[config.mk]
export PLATFORM = sky130hd
export DESIGN_NAME = interrupt_sequencer
export DESIGN_NICKNAME = d
export VERILOG_FILES = /design/src/rtl/interrupt_sequencer.sv
export SDC_FILE = /design/constraint.sdc
export NUM_CORES = 1
export LEC_CHECK = 0
export CAP_MARGIN = 25
export CORE_MARGIN = 2
export CORE_UTILIZATION = 45
export CTS_CLUSTER_SIZE = 40
export DETAILED_ROUTE_END_ITERATION = 10
export GPL_ROUTABILITY_DRIVEN = 0
export PLACE_DENSITY = 0.87
export SYNTH_ARGS = -nofsm -noshare
export SYNTH_HDL_FRONTEND = slang
export SYNTH_SLANG_ARGS = --single-unit
[constraint.sdc]
create_clock -name clk -period 2.7 [get_ports clk]
set_input_delay 0.27 -clock clk [delete_from_list [all_inputs] [get_ports clk]]
set_output_delay 0.27 -clock clk [all_outputs]
set_load 0.005 [all_outputs]
[src/rtl/interrupt_sequencer.sv]
// -----------------------------------------------------------------------------
// interrupt_sequencer
//
// Interrupt entry sequencer for the 16-bit pipelined RISC core. It latches a
// request and waits until no control transfer is in flight. It then stalls
// fetch and drains the pipeline for a fixed number of cycles. Next it pushes
// the 32-bit return PC (high half, then low half) and the flags through the
// memory stage. It reads the 32-bit handler vector from data memory and loads
// it into the PC.
//
// Ports:
//   clk               system clock, rising edge
//   reset             asynchronous, active-high reset
//   interrupt_signal  interrupt request, a one-cycle pulse suffices
//   branch_pending    control transfer in flight; defers entry from IDLE only
//   pc_current        PC of next unexecuted instruction (return address)
//   flags_in          current flag register (Z, N, C)
//   mem_rd_data       data-memory read data, valid one cycle after mem_rd_en
//   stall_fetch       hold PC and IF/ID, insert bubbles into decode
//   push_en           inject a stack push in the memory stage
//   push_data         word to push
//   mem_rd_en         vector read request
//   mem_rd_addr       vector read address
//   pc_load           load pc_load_value into the PC
//   pc_load_value     handler address
//   int_ack           one-cycle pulse when entry completes
//   busy              sequencer not idle
// -----------------------------------------------------------------------------
module interrupt_sequencer #(
    parameter logic [31:0] VECTOR_ADDR  = 32'h0,
    parameter int unsigned DRAIN_CYCLES = 3,
    parameter int unsigned FLAG_W       = 3
) (
    input  logic              clk,
    input  logic              reset,
    input  logic              interrupt_signal,
    input  logic              branch_pending,
    input  logic [31:0]       pc_current,
    input  logic [FLAG_W-1:0] flags_in,
    input  logic [15:0]       mem_rd_data,
    output logic              stall_fetch,
    output logic              push_en,
    output logic [15:0]       push_data,
    output logic              mem_rd_en,
    output logic [31:0]       mem_rd_addr,
    output logic              pc_load,
    output logic [31:0]       pc_load_value,
    output logic              int_ack,
    output logic              busy
);

    localparam int unsigned CNT_W = 4;

    // Last drain count value before moving on; zero drain cycles still spends
    // one cycle in DRAIN.
    localparam logic [CNT_W-1:0] DRAIN_LAST =
        CNT_W'((DRAIN_CYCLES == 32'd0) ? 32'd0 : (DRAIN_CYCLES - 32'd1));

    typedef enum logic [2:0] {
        IDLE     = 3'd0,
        DRAIN    = 3'd1,
        PUSH_HI  = 3'd2,
        PUSH_LO  = 3'd3,
        PUSH_FLG = 3'd4,
        VEC_HI   = 3'd5,
        VEC_LO   = 3'd6,
        LOAD     = 3'd7
    } state_e;

    state_e             state_q, state_d;
    logic               pend_q, pend_d;
    logic               again_q, again_d;
    logic               int_prev_q, int_prev_d;
    logic [31:0]        ret_pc_q, ret_pc_d;
    logic [15:0]        vec_hi_q, vec_hi_d;
    logic [CNT_W-1:0]   cnt_q, cnt_d;

    logic               leave_load;
    logic               req_rise;

    // State and datapath registers.
    always_ff @(posedge clk or posedge reset) begin
        if (reset) begin
            state_q    <= IDLE;
            pend_q     <= 1'b0;
            again_q    <= 1'b0;
            int_prev_q <= 1'b0;
            ret_pc_q   <= 32'h0;
            vec_hi_q   <= 16'h0;
            cnt_q      <= '0;
        end else begin
            state_q    <= state_d;
            pend_q     <= pend_d;
            again_q    <= again_d;
            int_prev_q <= int_prev_d;
            ret_pc_q   <= ret_pc_d;
            vec_hi_q   <= vec_hi_d;
            cnt_q      <= cnt_d;
        end
    end

    // Pending-request bookkeeping.
    // pend is cleared when LOAD completes unless the request line is high in
    // that cycle. A fresh request edge seen while busy is remembered in again
    // so it survives that clear. A level held across a whole sequence is the
    // same request, so it does not re-arm again.
    always_comb begin
        leave_load = (state_q == LOAD);
        req_rise   = interrupt_signal && !int_prev_q;
        int_prev_d = interrupt_signal;

        pend_d  = pend_q || interrupt_signal;
        again_d = again_q || (req_rise && (state_q != IDLE));

        if (leave_load) begin
            pend_d  = interrupt_signal || again_q;
            again_d = 1'b0;
        end
    end

    // Next-state and Moore output decode.
    always_comb begin
        state_d       = state_q;
        ret_pc_d      = ret_pc_q;
        vec_hi_d      = vec_hi_q;
        cnt_d         = cnt_q;
        push_en       = 1'b0;
        push_data     = 16'h0;
        mem_rd_en     = 1'b0;
        mem_rd_addr   = 32'h0;
        pc_load       = 1'b0;
        pc_load_value = 32'h0;
        int_ack       = 1'b0;
        stall_fetch   = (state_q != IDLE);
        busy          = (state_q != IDLE);

        case (state_q)
            IDLE: begin
                if (pend_q && !branch_pending) begin
                    state_d  = DRAIN;
                    ret_pc_d = pc_current;
                    cnt_d    = '0;
                end
            end

            DRAIN: begin
                cnt_d = cnt_q + 4'd1;
                if (cnt_q >= DRAIN_LAST) begin
                    state_d = PUSH_HI;
                end
            end

            PUSH_HI: begin
                push_en   = 1'b1;
                push_data = ret_pc_q[31:16];
                state_d   = PUSH_LO;
            end

            PUSH_LO: begin
                push_en   = 1'b1;
                push_data = ret_pc_q[15:0];
                state_d   = PUSH_FLG;
            end

            // Flags are taken live this cycle, zero-extended to a word.
            PUSH_FLG: begin
                push_en   = 1'b1;
                push_data = 16'(flags_in);
                state_d   = VEC_HI;
            end

            VEC_HI: begin
                mem_rd_en   = 1'b1;
                mem_rd_addr = VECTOR_ADDR;
                state_d     = VEC_LO;
            end

            // Read data here answers the VEC_HI request.
            VEC_LO: begin
                mem_rd_en   = 1'b1;
                mem_rd_addr = VECTOR_ADDR + 32'd1;
                vec_hi_d    = mem_rd_data;
                state_d     = LOAD;
            end

            // Read data here answers the VEC_LO request.
            LOAD: begin
                pc_load       = 1'b1;
                pc_load_value = {vec_hi_q, mem_rd_data};
                int_ack       = 1'b1;
                state_d       = IDLE;
            end

            default: begin
                state_d = IDLE;
            end
        endcase
    end

endmodule

==> impl_metrics.ini <==
[layout]
drive_gt1_frac = 0.207
area_delta_synth_final_pct = 37.9
final_common_cell = clkdlybuf4s50_1
regArea_mm2 = 0.00145
layout_common_cells = clkdlybuf4s50_1, dfrtp_1, mux2_4
nNetsFinal = 434
diodes = 0
nFillCells = 586
multi_input_area_mm2 = 0.00153

[grt]
globalRouteTotalUtil = 0.174
grt_pass1_wl_um = 10400
antenna_found_initial = 0
grt_overflow = 0
grt_pass1_vias = 2156
grt_max_degree = 33

[logic_synthesis]
synth_fa_ha_area_frac = 0.00769
yosys.area_share.simple = 0.131
async_flop_share = 1.00
synth_ff_type = dfrtp_1
syn_inst = 267
synth_top_family_by_area = multiplexers
syn_area_per_cell_um2 = 12.2
seq_area_frac_synth = 0.446
synth_compound_area_frac = 0.0257
syn_area_mm2 = 0.00326
yosysUniqueCellTypes = 37
synth_seq_cells = 58
synth_edf_count = 0
muxShareOfSynthArea = 0.262
synthXorXnorAreaFrac = 0.00538
yosysWarningCount = 0

[critical_path]
crit_path_max_incr_delay_ns = 0.63
worstPathMaxFanout = 14
path_cells = and3_2, buf_4, and2_1, clkdlybuf4s50_1
end_kind = output pin
crit_family = buffers and inverters
path_class = reg -> out
worstSetupStartpointType = flop
critPathLaunch = state_q[1]$_DFFE_PP0P_
cp.required_ns = 2.43
crit_buf_inv = 2
rr_startpoint = state_q[1]$_DFFE_PP0P_
crit_slowest_cell = dfrtp_1
worst_ep_arrival_time_ns = 2.19

[floorplanning]
chipWidth_um = 89.1
num_rows = 31
core_area_mm2 = 0.00714
die_h_um = 89.1
dieArea_mm2 = 0.00793
io_pins = 141
initial_core_util = 0.456

[timing]
setup_viol = 0
fin_worst_skew_ns = 0.00943
finalHoldViolCount = 0
rsz0062_at_grt = no
fmax_mhz = 407
fin_crit_ns = 2.46
hold-worst-slack_ns = 0.327
worst_pin_slew_ns = 0.572
setup_tns_ns = 0
relSlewSlack = 0.618
timing.final.crit_share = 0.910
drv_slew = 0

[route]
wl_per_cell_um = 13.7
via_per_inst = 4.57
ant_nets = 0
vias = 2197
wl_um = 6610
drtPass1Iterations = 4
route.detailed.drc = 0
drtIter0Drc = 60

[cts]
cts-root-buf = clkbuf_8
htree_levels = 3
clk_latency_ns = 0.32
path_clk_slew_ns = 0.07
cts_tree = built
cts_buffers = 9
cts_hold_buffers = 0
cts_sinks = 58
clock_path_buffers = 2

[placement]
port_buffers = 109
dp_hpwl_um = 4980

[job]
max-cap-violations = 0

[power]
power_frac_comb = 0.478
total_power_w = 0.00455
vdd_drop_max_v = 0.000588
p_clk_frac = 0.170
p_seq_frac = 0.353
swShare = 0.308
p_int_w = 0.00315
power-per-cell-area_mw_per_mm2 = 1010
switchingPower_w = 0.00140
total_leakage_power_nw = 2.11

[hold_path]
hold_class = in -> async

[run_status]
status = complete, no violations
[cells in the mapped netlist (2+ instances only)]
cell type	count	area, µm²
o21ai_0	6	30.0
buf_6	7	78.8
mux2_4	38	571
clkbuf_1	2	7.51
nor2_1	15	56.3
nor2b_1	2	12.5
and2_1	33	206
nand2_1	5	18.8
mux2_2	10	113
ha_1	2	25.0
nand3b_4	2	40.0
buf_2	6	30.0
inv_1	8	30.0
nand3_1	3	15.0
mux2i_1	17	170
dfrtp_1	58	1450
buf_4	33	248
[final cells by class]
class,count,area share
clock buffer,11,0.0315
clock inverter,5,0.0120
inverter,8,0.00669
multi-input combinational,183,0.340
sequential,58,0.323
tap,99,0.0276
timing repair buffer,117,0.259
[worst paths after layout]
check	to	slack, ns	cells after the start
setup / recovery	pc_load_value[17]	0.24	4
hold / removal	state_q[1]$_DFFE_PP0P_	0.33	2
setup reg to reg	ret_pc_q[12]$_DFFE_PP0P_	0.79	4
hold reg to reg	pend_q$_DFF_PP0_	0.49	1
max in group asynchronous	ret_pc_q[21]$_DFFE_PP0P_	1.81	3
min in group clk	int_prev_q$_DFF_PP0_	0.48	1
[logic make-up (layout without fill, tap and decap cells)]
family / after synthesis / count (layout)
buffers and inverters: 56 / 141
adders and majority gates: 2 / 2
other: 1 / 31
AOI/OAI and AO/OA: 13 / 13
xor gates and xnor gates: 2 / 2
muxes: 65 / 65
and+or+nand+nor: 70 / 70
DFF: 58 / 58
[metrics by stage]
stage | std cells | area (µm²) | setup WS (ns) | util
floorplan | 297 | 3370 | 1.00 | -
global placement | 465 | 4290 | 0.504 | 0.601
CTS | 481 | 4490 | 0.0954 | 0.629
detailed placement | 465 | 4290 | 0.464 | 0.601
global route | 481 | 4490 | 0.103 | 0.629
finish | 481 | 4490 | 0.244 | 0.629
[per-layer routing]
metal  up-vias  GRT usage  routed length (µm)
met1      1038      0.227                2840
met3         4     0.0656                 609
li1       1046          -                   -
met5         -          0                   0
met2       109      0.274                3100
met4         0     0.0488                  49
[worst reg2reg max path: stages (launching register included)]
cell      delay [ns]
dfrtp_1         0.54
nor2_4          0.21
nand3b_4        0.40
buf_4           0.35
mux2_4          0.30
[registers in the layout (all words and copies together), names as in the netlist]
register,flops
state_q,3
again_q,1
cnt_q,4
vec_hi_q,16
ret_pc_q,32
int_prev_q,1
pend_q,1
[power groups by stage]
stage               registers, W  logic, W  clock network [W]
finish                   0.00161   0.00218           0.000774
global route             0.00167   0.00238           0.000841
CTS                      0.00160   0.00221           0.000798
detailed placement       0.00161   0.00220                  0
global placement         0.00158   0.00213                  0
floorplan                0.00149   0.00157                  0
[timing repair]
action                     CTS  global route
gates resized for setup      0             2
buffers inserted             0             0
setup endpoints to repair    0             8
No activity file was read; power rests on OpenSTA's default activity.
